File: src/rtl/core_pagefault_pipe.sv
// -----------------------------------------------------------------------------
// core_pagefault_pipe
//   Decides whether a translated memory access raises a page fault. The PTE
//   flags, the leaf level and the CSR state that matter for the decision are
//   sampled on the accept cycle. The verdict comes out of a single
//   valid/ready output register one cycle later.
//   The module also counts delivered faults in a saturating counter and keeps
//   the cause of the most recent delivered fault.
//
// Ports
//   clk, rst_n                  clock, asynchronous active-low reset
//   in_valid/in_ready           request handshake
//   in_cmd                      0 NONE, 1 LOAD, 2 STORE, 3 EXECUTE
//   in_accesstag                PTE flags {D,A,G,U,X,W,R,V}
//   in_level                    leaf level (0 = 4 KiB page)
//   in_ppn_low                  low PPN segments of the leaf PTE
//   csr_* / os_csr_*            translation mode, mstatus bits, privilege
//   out_valid/out_ready         result handshake
//   out_pagefault, out_cause    verdict (cause 12 exec, 13 load, 15 store)
//   fault_count                 saturating count of delivered faults
//   fault_last_cause            cause of the most recent delivered fault
//   fault_clear                 synchronous clear of the two fields above
// -----------------------------------------------------------------------------
module core_pagefault_pipe #(
  parameter int LEVELS    = 2,
  parameter int PPN_SEG_W = 10,
  parameter int CNT_W     = 8,
  localparam int LVL_W    = $clog2(LEVELS)
) (
  input  logic                              clk,
  input  logic                              rst_n,
  input  logic                              in_valid,
  output logic                              in_ready,
  input  logic [3:0]                        in_cmd,
  input  logic [7:0]                        in_accesstag,
  input  logic [LVL_W-1:0]                  in_level,
  input  logic [(LEVELS-1)*PPN_SEG_W-1:0]   in_ppn_low,
  input  logic                              csr_satp_mode_r,
  input  logic                              os_csr_mstatus_mprv,
  input  logic                              os_csr_mstatus_mxr,
  input  logic                              os_csr_mstatus_sum,
  input  logic [1:0]                        os_csr_mstatus_mpp,
  input  logic [1:0]                        os_csr_mcurrent_privilege,
  output logic                              out_valid,
  input  logic                              out_ready,
  output logic                              out_pagefault,
  output logic [3:0]                        out_cause,
  output logic [CNT_W-1:0]                  fault_count,
  output logic [3:0]                        fault_last_cause,
  input  logic                              fault_clear
);

  localparam logic [3:0] CMD_NONE    = 4'd0;
  localparam logic [3:0] CMD_LOAD    = 4'd1;
  localparam logic [3:0] CMD_STORE   = 4'd2;
  localparam logic [3:0] CMD_EXECUTE = 4'd3;

  localparam logic [1:0] PRIV_USER       = 2'd0;
  localparam logic [1:0] PRIV_SUPERVISOR = 2'd1;
  localparam logic [1:0] PRIV_MACHINE    = 2'd3;

  localparam logic [CNT_W-1:0] CNT_MAX = {CNT_W{1'b1}};

  // Counter increment that sticks at the all-ones value.
  function automatic logic [CNT_W-1:0] sat_inc(input logic [CNT_W-1:0] v);
    return (v == CNT_MAX) ? v : v + 1'b1;
  endfunction

  logic             out_valid_q, out_valid_d;
  logic             out_pf_q, out_pf_d;
  logic [3:0]       out_cause_q, out_cause_d;
  logic [CNT_W-1:0] fault_count_q, fault_count_d;
  logic [3:0]       fault_last_q, fault_last_d;

  logic       accept, deliver;
  logic [1:0] eff_priv;
  logic       bypass, perm_fault, priv_fault, misalign, req_fault;
  logic [3:0] req_cause;
  logic       pte_v, pte_r, pte_w, pte_x, pte_u, pte_a, pte_d;

  // The global bit does not influence the fault decision.
  logic unused_global;
  assign unused_global = in_accesstag[5];

  assign {pte_d, pte_a} = in_accesstag[7:6];
  assign {pte_u, pte_x, pte_w, pte_r, pte_v} = in_accesstag[4:0];

  assign in_ready = !out_valid_q || out_ready;
  assign accept   = in_valid && in_ready;
  assign deliver  = out_valid_q && out_ready && out_pf_q;

  always_comb begin
    // MPRV applies the previous privilege to data accesses only.
    eff_priv = (os_csr_mstatus_mprv && in_cmd != CMD_EXECUTE)
             ? os_csr_mstatus_mpp : os_csr_mcurrent_privilege;
    bypass = !csr_satp_mode_r || eff_priv == PRIV_MACHINE || in_cmd == CMD_NONE;

    perm_fault = !pte_v || (!pte_r && pte_w) || !pte_a
              || (in_cmd == CMD_STORE && (!pte_d || !pte_w))
              || (in_cmd == CMD_EXECUTE && !pte_x)
              || (in_cmd == CMD_LOAD && !pte_r && !(os_csr_mstatus_mxr && pte_x));

    priv_fault = (eff_priv == PRIV_USER && !pte_u)
              || (eff_priv == PRIV_SUPERVISOR && pte_u
                  && (!os_csr_mstatus_sum || in_cmd == CMD_EXECUTE));

    // A superpage leaf must have every PPN segment below its level zero.
    misalign = (int'(in_level) >= LEVELS);
    for (int k = 0; k < LEVELS - 1; k++) begin
      if (k < int'(in_level) && in_ppn_low[k*PPN_SEG_W +: PPN_SEG_W] != '0)
        misalign = 1'b1;
    end

    req_fault = !bypass && (perm_fault || priv_fault || misalign);
    req_cause = 4'd0;
    if (req_fault) begin
      if (in_cmd == CMD_EXECUTE)    req_cause = 4'd12;
      else if (in_cmd == CMD_STORE) req_cause = 4'd15;
      else                          req_cause = 4'd13;
    end
  end

  always_comb begin
    out_valid_d   = out_valid_q;
    out_pf_d      = out_pf_q;
    out_cause_d   = out_cause_q;
    fault_count_d = fault_count_q;
    fault_last_d  = fault_last_q;

    if (accept) begin
      out_valid_d = 1'b1;
      out_pf_d    = req_fault;
      out_cause_d = req_cause;
    end else if (out_ready) begin
      out_valid_d = 1'b0;
    end

    // A clear coinciding with a delivery keeps that delivery as the first count.
    if (fault_clear) begin
      fault_count_d = deliver ? {{(CNT_W-1){1'b0}}, 1'b1} : '0;
      fault_last_d  = deliver ? out_cause_q : 4'd0;
    end else if (deliver) begin
      fault_count_d = sat_inc(fault_count_q);
      fault_last_d  = out_cause_q;
    end
  end

  // Output register stage
  always_ff @(posedge clk or negedge rst_n) begin
    if (!rst_n) begin
      out_valid_q   <= 1'b0;
      out_pf_q      <= 1'b0;
      out_cause_q   <= 4'd0;
      fault_count_q <= '0;
      fault_last_q  <= 4'd0;
    end else begin
      out_valid_q   <= out_valid_d;
      out_pf_q      <= out_pf_d;
      out_cause_q   <= out_cause_d;
      fault_count_q <= fault_count_d;
      fault_last_q  <= fault_last_d;
    end
  end

  assign out_valid        = out_valid_q;
  assign out_pagefault    = out_pf_q;
  assign out_cause        = out_cause_q;
  assign fault_count      = fault_count_q;
  assign fault_last_cause = fault_last_q;

endmodule

File: config.mk
export PLATFORM = sky130hd
export DESIGN_NAME = core_pagefault_pipe
export DESIGN_NICKNAME = d
export VERILOG_FILES = /design/src/rtl/core_pagefault_pipe.sv
export SDC_FILE = /design/constraint.sdc
export NUM_CORES = 1
export LEC_CHECK = 0
export CAP_MARGIN = 0
export CORE_AREA = 2 2 57 48
export CTS_BUF_LIST = sky130_fd_sc_hd__clkbuf_2 sky130_fd_sc_hd__clkbuf_4 sky130_fd_sc_hd__clkbuf_8
export DETAILED_ROUTE_END_ITERATION = 6
export DIE_AREA = 0 0 59 50
export PLACE_DENSITY = 0.8
export SLEW_MARGIN = 20
export SYNTH_ARGS = -nofsm -noshare
export SYNTH_HDL_FRONTEND = slang
export SYNTH_SLANG_ARGS = --single-unit
File: constraint.sdc
create_clock -name clk -period 4.15 [get_ports clk]
set_clock_uncertainty 0.15 [all_clocks]
set_input_delay 0.83 -clock clk [delete_from_list [all_inputs] [get_ports clk]]
set_output_delay 0.83 -clock clk [all_outputs]
set_load 0.02 [all_outputs]
==> results.toml, run 1 <==
[floorplanning]
die-area_um2 = 2950
core.rowCount = 16
ios = 55
initial_core_util = 0.392
core_um2 = 2360
die_h_um = 50
fp.dieW_um = 59

[logic_synthesis]
avgSynthCellArea_um2 = 8.99
synth.area.top_cells = "dfrtp_1, nand2_1, xnor2_1"
ys_warn_count = 0
async_flop_share = 1.00
yosysSeqAreaShare = 0.405
synth_cell_type_count = 39
synth.most_common_cell = "nand2_1"
synth_nets = 140
yosys.area.top_type = "dfrtp_1"
synth-edff-count = 0
synth.cell_area_um2 = 926
synth_commonest_cells = "nand2_1, dfrtp_1, nor2_1, nand3_1"
synth_top_area_frac = 0.405
synth-seq-cells = 15
synth_ff_type = "dfrtp_1"
syn_inst = 103

[clock_tree]
ctsRootBufferMaster = "clkbuf_4"
cts_buffers = 3
cts.path.max_buffers = 2
cts_tree = "done"
cts.sinks = 15
clk_pin_slew_ns = 0.08
post_cts_buffers = 0
post_cts_resized = 0
cts_max_level = 1
cts_hold_buffers = 0
insertion_delay_ns = 0.28

[placed_design]
gp_congestion = 0.806
dp_hpwl_um = 2160
io_buffers = 53
dp_cells = 177
preCtsSetupSlack_ns = 1.03

[global_route]
grt_use_total = 0.194
grt_max_degree = 16
antenna_found_initial = 0
overflow = 0
grt_pass1_wl_um = 4430
grt_pass1_vias = 957

[finish]
areaGrowthSynthToFinish_pct = 60.3
multi_input_area_um2 = 499
antenna_cells = 0
fillerInstances = 212
fin_cells = 181
drive_gt1_frac = 0.0519
layout.nets = 192
fin_util = 0.628
seqCellArea_um2 = 375

[min_path]
hp-start = "fault_last_cause[2]$_DFFE_PN0P_"
hp-class = "reg2reg"
whs_path_depth = 1
hold_path_end = "fault_last_cause[2]$_DFFE_PN0P_"

[job]
maxCapViolCount = 0

[timing]
fmax_mhz = 319
finalHoldViolations = 0
max_slew_margin = 0.541
rsz0062_at_grt = "no"
finalSetupViolations = 0
min_period_over_period = 0.754
finalWorstSetupSlack_ns = 1.02
final.setup.tns_ns = 0
tightest_slew_ns = 0.686
finalCriticalPeriod_ns = 3.13
slew_violations = 0

[worst_setup_path]
critical_path_required_ns = 3.17
timing.rr.end = "fault_count[7]$_DFFE_PN0P_"
reg2reg_slack_ns = 2.18
r2r-start = "fault_count[0]$_DFFE_PN0P_"
crit_path_end_kind = "output pin"
path_class = "in2out"
rr_worst_depth = 6
critPathArrivalTime_ns = 2.15
worst_setup_path_start_kind = "input port"
cp_max_fo = 4

[route]
vias_per_cell = 5.41
drc = 0
num_vias = 979
wire_per_inst_um = 14.5
drt_iter0_markers = 24
routed_wl_um = 2630
first_pass_iters = 6
postRouteAntennaNets = 0

[status]
outcome = "complete, no violations"

[power_and_ir_drop]
ir_worst_vdd_mv = 0.174
p_leak_nw = 0.598
power_w = 0.000376
powerDensity_nw_per_um2 = 254
[worst max-delay path: stages]
cell             delay [ns]
clkdlybuf4s50_1        0.48
nand2b_1               0.21
clkdlybuf4s50_1        0.64
[state kept, by name, summed over array words and instances, names as in the netlist]
signal / count
fault_count: 8
fault_last_cause: 3
out_cause: 3
out_valid: 1
[report_power, final]
group           total, W  switching (W)  internal [W]
combinational   0.000122      0.0000549     0.0000670
sequential      0.000166      0.0000108      0.000155
clock          0.0000884      0.0000445     0.0000439
total           0.000376       0.000110      0.000266
[kinds of logic after synthesis]
logic type | Yosys count | synth area share
fa+ha+maj | 1 | 0.0135
buf+inv | 10 | 0.0554
xor+xnor | 5 | 0.0473
compound gates | 19 | 0.170
mux | 1 | 0.0108
flops | 15 | 0.405
simple gates | 52 | 0.297
[area by class of cell]
class / instances / share of cell area
clock buffers: 4 / 0.0202
inverters: 4 / 0.0101
multi-input cells: 78 / 0.336
flip-flops and latches: 15 / 0.253
well taps: 27 / 0.0228
repair buffers: 53 / 0.358
[through the flow]
| step | hold slack, ns | instance area [um^2] |
|---|---|---|
| 2_1_floorplan | 0.384 | 926 |
| 3_3_place_gp | 0.334 | 1450 |
| 3_5_place_dp | 0.352 | 1450 |
| 4_1_cts | 0.371 | 1480 |
| 5_1_grt | 0.393 | 1480 |
| 6_report | 0.361 | 1480 |
[routing by layer]
metal | vias up | track usage | part of all wire
li1 | 473 | - | -
met1 | 479 | 0.257 | 0.43
met2 | 27 | 0.333 | 0.53
met3 | 0 | 0.0315 | 0.037
met4 | 0 | 0.0341 | 0
met5 | - | 0 | 0
[cell usage in the layout (no fill, tap or decap), types with 2 or more instances in the layout]
| cell | Yosys | layout |
|---|---|---|
| nand2_1 | 16 | 16 |
| xnor2_1 | 5 | 5 |
| dfrtp_1 | 15 | 15 |
| nor3_1 | 2 | 2 |
| clkdlybuf4s50_1 | 0 | 53 |
| nand4_1 | 2 | 2 |
| nand2b_1 | 2 | 2 |
| nor2b_1 | 2 | 2 |
| a32oi_1 | 2 | 2 |
| nor2_1 | 10 | 10 |
| a21oi_1 | 2 | 2 |
| inv_1 | 4 | 4 |
| nor4_1 | 2 | 2 |
| clkbuf_4 | 0 | 4 |
| o21ai_0 | 5 | 5 |
| nand3_1 | 7 | 7 |
[worst max path at each step]
stage	startpoint	endpoint	slack, ns
after global placement	out_ready	in_ready	1.05
after global routing	out_ready	in_ready	0.98
final	out_ready	in_ready	1.02
after detailed placement	out_ready	in_ready	1.03
after floorplan	in_ppn_low[7]	out_cause[0]$_DFFE_PN0P_	1.88
after CTS	out_ready	in_ready	1.02
Note: power is estimated with default switching activity, not from simulation.
==> run 2, diff against run 1 <==
--- a/config.mk
+++ b/config.mk
@@ -6,11 +6,11 @@
 export NUM_CORES = 1
 export LEC_CHECK = 0
 export CAP_MARGIN = 0
-export CORE_AREA = 2 2 57 48
+export CORE_AREA = 2 2 59 50
 export CTS_BUF_LIST = sky130_fd_sc_hd__clkbuf_2 sky130_fd_sc_hd__clkbuf_4 sky130_fd_sc_hd__clkbuf_8
 export DETAILED_ROUTE_END_ITERATION = 6
-export DIE_AREA = 0 0 59 50
-export PLACE_DENSITY = 0.8
+export DIE_AREA = 0 0 61 52
+export PLACE_DENSITY = 0.75
 export SLEW_MARGIN = 20
 export SYNTH_ARGS = -nofsm -noshare
 export SYNTH_HDL_FRONTEND = slang
==> constraint.sdc (replaced) <==
create_clock -name clk -period 3 [get_ports clk]
set_clock_uncertainty 0.15 [all_clocks]
set_input_delay 0.6 -clock clk [delete_from_list [all_inputs] [get_ports clk]]
set_output_delay 0.6 -clock clk [all_outputs]
set_load 0.02 [all_outputs]
==> results.toml, run 2 (same netlist as run 1, synthesis figures left out) <==
[status]
outcome = "complete, no violations"

[clock_tree]
cts_hold_buffers = 0
cts_tree = "done"
post_cts_resized = 0
cts.path.max_buffers = 2
cts_buffers = 3
post_cts_buffers = 0
cts.sinks = 15
ctsRootBufferMaster = "clkbuf_4"
cts_max_level = 1
clk_pin_slew_ns = 0.09
insertion_delay_ns = 0.29

[timing]
max_slew_margin = 0.569
finalSetupViolations = 0
min_period_over_period = 0.883
rsz0062_at_grt = "no"
slew_violations = 0
final.setup.tns_ns = 0
tightest_slew_ns = 0.637
finalCriticalPeriod_ns = 2.65
fmax_mhz = 377
finalHoldViolations = 0

[floorplanning]
initial_core_util = 0.354
fp.dieW_um = 61
die-area_um2 = 3170
ios = 55
core_um2 = 2620
core.rowCount = 17
die_h_um = 52

[worst_setup_path]
crit_path_end_kind = "output pin"
critPathArrivalTime_ns = 1.90
cp_max_fo = 4
slowest_delay_ns = 0.64
path_class = "in2out"
reg2reg_slack_ns = 1.08
worst_setup_path_start_kind = "input port"
timing.rr.end = "fault_count[7]$_DFFE_PN0P_"
rr_worst_depth = 6
crit_slowest_cell = "clkdlybuf4s50_1"
critical_path_required_ns = 2.25
cpMostUsedCell = "clkdlybuf4s50_1"
r2r-start = "fault_count[0]$_DFFE_PN0P_"
cp_cell_sequence = "clkdlybuf4s50_1, nand2b_1, clkdlybuf4s50_1"

[global_route]
grt_pass1_wl_um = 3960
overflow = 0
grt_pass1_vias = 858
grt_max_degree = 16
antenna_found_initial = 0
grt_use_total = 0.170

[placed_design]
gp_congestion = 0.798
place_area_um2 = 1470
dp_cells = 188
io_buffers = 53
dp_hpwl_um = 1960

[finish]
final_cell_mix = "clkdlybuf4s50_1, nand2_1, dfrtp_1"
final_common_cell = "clkdlybuf4s50_1"
design_area_um2 = 1500
largest_reg_flops = 8
layout.nets = 192
fillerInstances = 248
drive_gt1_frac = 0.0519
areaGrowthSynthToFinish_pct = 61.5
antenna_cells = 0
fin_cells = 192

[route]
drt_iter0_markers = 11
vias_per_cell = 4.85
postRouteAntennaNets = 0
first_pass_iters = 4
routed_wl_um = 2390
num_vias = 931
drc = 0
wire_per_inst_um = 12.4

[min_path]
hp-start = "out_cause[1]$_DFFE_PN0P_"
whs_path_depth = 2
hp-class = "reg2reg"
hold_path_end = "fault_last_cause[1]$_DFFE_PN0P_"

[job]
maxCapViolCount = 0

[power_and_ir_drop]
p_leak_nw = 0.598
ir_worst_vdd_mv = 0.194
power_w = 0.000509
powerDensity_nw_per_um2 = 340
run 2: changes by cell type in the layout (fill, tap and decap cells not counted):
cell,change
clkbuf_4,-1
clkinv_2,+1
run 2: how the worst max path moves through the flow:
stage                          endpoint           from  slack [ns]  depth (start not counted)
2_1_floorplan  out_cause[0]$_DFFE_PN0P_  in_ppn_low[7]        0.96                          5
3_3_place_gp                   in_ready      out_ready        0.37                          3
3_5_place_dp                   in_ready      out_ready        0.36                          3
4_1_cts                        in_ready      out_ready        0.35                          3
5_1_grt                        in_ready      out_ready        0.30                          3
6_report                       in_ready      out_ready        0.35                          3
run 2: final cells by class:
class / count / area [um^2] / area share
Timing Repair Buffer: 53 / 531 / 0.355
Tap cell: 38 / 47.5 / 0.0318
Clock buffer: 3 / 22.5 / 0.0151
Clock inverter: 1 / 5.00 / 0.00335
Multi-Input combinational cell: 78 / 499 / 0.334
Sequential cell: 15 / 375 / 0.251
Inverter: 4 / 15.0 / 0.0100
run 2: routing by layer:
layer | part of all wire | up-vias | wire length (um) | track usage
li1 | - | 475 | - | -
met1 | 0.48 | 436 | 1140 | 0.224
met2 | 0.49 | 18 | 1160 | 0.267
met3 | 0.026 | 2 | 63 | 0.0473
met4 | 0.0092 | 0 | 22 | 0.0543
met5 | 0 | - | 0 | 0
run 2: worst max-delay path, delay by kind of cell:
family                 cells  cell delay (ns)
and+or+nand+nor            1             0.19
buffers and inverters      2             1.11
run 2: metrics by stage:
step           hold WS, ns  setup WS, ns  utilization
2_1_floorplan        0.154         0.960            -
3_3_place_gp         0.334         0.367        0.561
3_5_place_dp         0.354         0.357        0.561
4_1_cts              0.368         0.347        0.571
5_1_grt              0.392         0.303        0.571
6_report             0.361         0.350        0.571
run 2: report_power, final:
part,switching [W],internal [W]
clock network,0.0000646,0.0000496
logic,0.0000735,0.0000927
registers,0.0000141,0.000215
==> run 3, diff against run 2 <==
--- a/config.mk
+++ b/config.mk
@@ -5,7 +5,7 @@
 export SDC_FILE = /design/constraint.sdc
 export NUM_CORES = 1
 export LEC_CHECK = 0
-export CAP_MARGIN = 0
+export CAP_MARGIN = 40
 export CORE_AREA = 2 2 59 50
 export CTS_BUF_LIST = sky130_fd_sc_hd__clkbuf_2 sky130_fd_sc_hd__clkbuf_4 sky130_fd_sc_hd__clkbuf_8
 export DETAILED_ROUTE_END_ITERATION = 6
==> results of run 3 <==
No change in the layout: final DEF, timing and power equal those of run 2.
==> edit 1, RTL diff (config.mk and constraints of run 3) <==
Register the input `csr_satp_mode_r` before use, with the module's reset. The logic sees it one clock later. The other inputs are not delayed to match.
--- a/src/rtl/core_pagefault_pipe.sv
+++ b/src/rtl/core_pagefault_pipe.sv
@@ -62,4 +62,14 @@
   localparam logic [CNT_W-1:0] CNT_MAX = {CNT_W{1'b1}};
 
+  logic csr_satp_mode_r_q;
+
+  always_ff @(posedge clk or negedge rst_n) begin
+    if (!rst_n) begin
+      csr_satp_mode_r_q <= '0;
+    end else begin
+      csr_satp_mode_r_q <= csr_satp_mode_r;
+    end
+  end
+
   // Counter increment that sticks at the all-ones value.
   function automatic logic [CNT_W-1:0] sat_inc(input logic [CNT_W-1:0] v);
@@ -94,5 +104,5 @@
     eff_priv = (os_csr_mstatus_mprv && in_cmd != CMD_EXECUTE)
              ? os_csr_mstatus_mpp : os_csr_mcurrent_privilege;
-    bypass = !csr_satp_mode_r || eff_priv == PRIV_MACHINE || in_cmd == CMD_NONE;
+    bypass = !csr_satp_mode_r_q || eff_priv == PRIV_MACHINE || in_cmd == CMD_NONE;
 
     perm_fault = !pte_v || (!pte_r && pte_w) || !pte_a
Formal check against the unedited RTL: not equivalent (a bounded check fails within 4 cycles, from zero or initial values and one cycle with rst_n low).
==> edit 1 against run 3 <==
- sequential share of layout area up 1.1 points
- largest cell class unchanged
- die area unchanged
- power up 7.7%
- area after synthesis up 2.7%
- first-iteration DRC count up 36%
- synthesized cell count up 0.97%
- sequential cell count up 1
- fmax up 1.1%
- routed wire length up 4.3%
- final area up 2.3%
- setup slack better by 0.030 ns
- count of clock-buffer cells in the layout up 1
- highest routed layer unchanged
==> edit 1: results (changes against run 3) <==
- Status: finished clean
- Worst vdd ir: 243 uV (+25%)
- Hold Path Sink: fault_last_cause[2]$_DFFE_PN0P_
- RD Place Congestion: 0.745 (-6.6%)
- Ys async rst share: 1.00 (unchanged)
- I/O Buffers: 53 (unchanged)
- Post-CTS Setup Repair Bufs: 0 (unchanged)
- Slew margin rel.: 0.532 (-0.0371)
- Number of flip-flops under the largest register name: 8 (unchanged)
- CP arrival: 1.87 ns (-0.03 ns)
- Clock transition at path regs: 0.09 ns (about the same)
- Clk root buf: clkbuf_4
- Unique masters post-synth: 39 (unchanged)
- Crit-path max FO: 4 (unchanged)
- Drt pass-1 iters: 4 (unchanged)
- Post_cts resized: 0 (unchanged)
- Nets@finish: 193 (+0.52%)
- WL/cell: 12.9 um (+3.8%)
- HP Class: reg -> reg
- Reg2reg path depth: 6 (unchanged)
- Synth cell count leaders: dfrtp_1, nand2_1, nor2_1
- R2R Setup Slk: 1.04 ns (-0.04 ns)
- FILL cells: 228 (-8.1%)
- Largest net degree at the start of global routing: 17 (+1)
- Worst hold path cell count: 1 (-1)
- Hold Startpoint: fault_last_cause[2]$_DFFE_PN0P_
- Mean Syn Cell Area: 9.14 um2 (+1.7%)
- Hold slack: 0.364 ns (+0.00255 ns)
- Synth top area cells: dfrtp_1, nand2_1, xnor2_1, nor2_1, nand3_1
- RR Startpoint: fault_count[0]$_DFFE_PN0P_
- Antenna violations before repair: 0 (unchanged)
- Pre-CTS setup slack: 0.368 ns (+0.0114 ns)
- Synthesized Nets: 141 (+0.71%)
- Capturing point of the worst reg2reg path: fault_count[5]$_DFFE_PN0P_
- Iter 0 DRT Violations: 15 (+4)
- Global-route wire length before repair: 4240 um (+7.1%)
- Sequential fraction of the synthesis area: 0.421 (+0.0156)
- Slowest CP cell: clkdlybuf4s50_1
- DR vias: 962 (+3.3%)
- YS warnings: 0 (unchanged)
- Vias in the first global route: 932 (+8.6%)
- Share of cells above drive strength 1: 0.0516 (-0.000335)
- Pleak: 0.000613 uW (+2.5%)
- CTS Buffer Depth: 2 (unchanged)
- H-Tree Depth: 1 (unchanged)
- Design area: 1530 um2 (+2.3%)
- Worst stage delay on the critical path: 0.62 ns (-0.02 ns)
- DP HPWL: 2030 um (+3.4%)
- Total inserted antenna cells: 0 (unchanged)
- Clock latency on the worst-skew pair: 0.28 ns
- DR vias/cell: 4.98 (+2.8%)
- Cell Rows: 17 (unchanged)
- Total GRT Usage: 0.178 (+0.00839)
## edit 1: changes by cell type in the layout (fill, tap and decap cells not counted)
| cell | before | now |
|---|---|---|
| clkbuf_8 | 0 | 1 |
| dfrtp_1 | 15 | 16 |
| clkinv_2 | 1 | 0 |
## edit 1: power breakdown
part	total [uW]	internal, uW	leakage, uW	switching [uW]
clock network	138	73.9	0.0000210	64.6
logic	167	92.6	0.000379	74.8
registers	242	229	0.000213	13.5
total	548	395	0.000613	153
## edit 1: kinds of logic (layout without fill, tap and decap cells)
logic type	count (synthesis)	after routing	share of synthesized area
flip-flops	16	16	0.421
AND/OR/NAND/NOR	52	52	0.289
XOR/XNOR	5	5	0.0461
buffers and inverters	10	61	0.0539
multiplexers	1	1	0.0105
AO/OA/AOI/OAI	19	19	0.166
adder cells (fa/ha/maj)	1	1	0.0132
## edit 1: routing by layer
layer  GRT usage  vias to the layer above  wire length [um]
met5           0                        -                 0
met4      0.0326                        0                38
met3      0.0373                        4                60
met2       0.303                       19              1280
met1       0.233                      461              1110
li1            -                      478                 -
## edit 1: how the worst max path moves through the flow
stage                  start  slack (ns)                  endpoint  cells after the start
6_report           out_ready        0.38                  in_ready                      3
3_3_place_gp       out_ready        0.38                  in_ready                      3
5_1_grt            out_ready        0.33                  in_ready                      3
4_1_cts            out_ready        0.38                  in_ready                      3
2_1_floorplan  in_ppn_low[7]        0.96  out_cause[0]$_DFFE_PN0P_                      5
3_5_place_dp       in_cmd[2]        0.37  out_cause[1]$_DFFE_PN0P_                      6
## edit 1: layout make-up
class	count	share of cell area
well taps	38	0.0311
inverters	4	0.00982
repair buffers	53	0.347
flip-flops and latches	16	0.262
multi-input cells	78	0.327
clock buffers	4	0.0237
==> edit 2, RTL diff (flow settings as in run 3) <==
Made on the original files. `CNT_W`: 8 -> 6.
--- a/src/rtl/core_pagefault_pipe.sv
+++ b/src/rtl/core_pagefault_pipe.sv
@@ -25,5 +25,5 @@
   parameter int LEVELS    = 2,
   parameter int PPN_SEG_W = 10,
-  parameter int CNT_W     = 8,
+  parameter int CNT_W     = 6,
   localparam int LVL_W    = $clog2(LEVELS)
 ) (
Interface: changed (resized fault_count); port bits go from 55 to 53. No check against the original RTL was run, so the function may have changed too.
==> edit 2 against run 3 <==
- sequential cell count fell by 2
- setup slack barely moved
- cell count fell by 7.3%
- routed wire length fell by 3.4%
- final area fell by 7.0%
- synthesized cell count fell by 14%
- area after synthesis fell by 10%
- power fell by 2.1%
- critical path type unchanged
==> edit 2: results (changes against run 3) <==
- Status: finished clean
- Drt pass-1 iters: 4 (unchanged)
- Antenna violations before repair: 0 (unchanged)
- Invs w/o clock: 7 (+3)
- Clock transition at path regs: 0.08 ns
- FILL cells: 258 (+4.0%)
- WL/cell: 13.0 um (+4.3%)
- Post-CTS Setup Repair Bufs: 0 (unchanged)
- Share of cells above drive strength 1: 0.0643 (+0.0123)
- Core area: 2620 um2 (unchanged)
- Number of flip-flops under the largest register name: 6 (-2)
- Multi-input gates: 65 (-17%)
- Iter 0 DRT Violations: 19 (+8)
- Global-route wire length before repair: 3900 um (-1.6%)
- Slew margin rel.: 0.601 (+0.0318)
- Pleak: 0.000571 uW (-4.4%)
- Synth cell count leaders: dfrtp_1, nand2_1, inv_1
- Unique masters post-synth: 34 (-13%)
- CP arrival: 1.90 ns (about the same)
- I/O Buffers: 51 (-3.8%)
- Sequential fraction of the synthesis area: 0.392 (-0.0132)
- Largest net degree at the start of global routing: 14 (-2)
- Placed cell areas: 1360 um2 (-7.3%)
- Non-CTS buffers: 51 (-3.8%)
- YS warnings: 0 (unchanged)
- Mean Syn Cell Area: 9.32 um2 (+3.7%)
- Detailed-route wire length: 2310 um (-3.4%)
- Slowest CP cell: clkdlybuf4s50_1
- Multi-input combinational area share: 0.324 (-0.00986)
- Total inserted antenna cells: 0 (unchanged)
- Crit-path max FO: 4 (unchanged)
- Top delay family on crit path: buffers and inverters
- Ys async rst share: 1.00 (unchanged)
- Dpl cells: 174 (-7.4%)
- DP HPWL: 1920 um (-2.4%)
- Nets@finish: 178 (-7.3%)
- Clkbuf count: 4 (+1)
- Worst stage delay on the critical path: 0.64 ns (about the same)
- Synthesized Nets: 126 (-10%)
- Seq/total area: 0.234 (-0.0170)
- CTS Buffer Depth: 2 (unchanged)
- Data buffer area share: 0.367 (+0.0124)
- Max Cap Viol: 0 (unchanged)
- Clock network area share: 0.0216 (+0.00319)
- Synth top area cells: dfrtp_1, xor2_1, nand2_1, nand4_1, nand3_1
- Clock latency on the worst-skew pair: 0.27 ns (-0.02 ns)
- DR vias: 861 (-7.5%)
- Clk root buf: clkbuf_4
- Synth Register Bits: 13 (-2)
- Area Overhead vs Synth: 67.6%
- Worst vdd ir: 222 uV (+14%)
- Post_cts resized: 0 (unchanged)
- Total GRT Usage: 0.161 (-0.00803)
- RD Place Congestion: 0.792 (-0.70%)
- Vias in the first global route: 865 (+0.82%)
- H-Tree Depth: 1 (unchanged)
## edit 2: path summary, 6_finish.rpt
path                                                  from  slack, ns  cells past startpoint                              end
max                                              out_ready       0.35                      3                         in_ready
min                        fault_last_cause[2]$_DFFE_PN0P_       0.39                      2  fault_last_cause[2]$_DFFE_PN0P_
max reg2reg                       out_cause[2]$_DFFE_PN0P_       1.32                      5       fault_count[5]$_DFFE_PN0P_
min reg2reg                fault_last_cause[2]$_DFFE_PN0P_       0.39                      2  fault_last_cause[2]$_DFFE_PN0P_
max in group asynchronous                            rst_n       1.78                      1       fault_count[3]$_DFFE_PN0P_
min in group asynchronous                            rst_n       0.54                      1       fault_count[1]$_DFFE_PN0P_
## edit 2: cells by family (layout without fill, tap and decap cells)
kind of cell,count (synthesis),count (layout),share of synthesized area
AND/OR/NAND/NOR,41,41,0.302
AO/OA/AOI/OAI,19,19,0.184
flip-flops,13,13,0.392
buffers and inverters,11,62,0.0649
XOR/XNOR,4,4,0.0422
adder cells (fa/ha/maj),1,1,0.0151
## edit 2: stage by stage
| step | hold slack, ns | setup slack (ns) |
|---|---|---|
| after global placement | 0.360 | 0.363 |
| after CTS | 0.387 | 0.338 |
| after detailed placement | 0.366 | 0.340 |
| final | 0.390 | 0.350 |
| after floorplan | 0.154 | 0.960 |
| after global routing | 0.415 | 0.292 |
## edit 2: power breakdown
part	total, uW	internal, uW	switching, uW
sequential	203	189	13.2
combinational	178	98.1	79.7
clock	118	60.6	57.6
total	499	348	150
## edit 2: routing by layer
metal / global-route usage / vias up / routed length (um)
met4: 0.0435 / 0 / 39
met2: 0.267 / 20 / 1160
met1: 0.216 / 400 / 1030
met5: 0 / - / 0
li1: - / 437 / -
met3: 0.0274 / 4 / 81
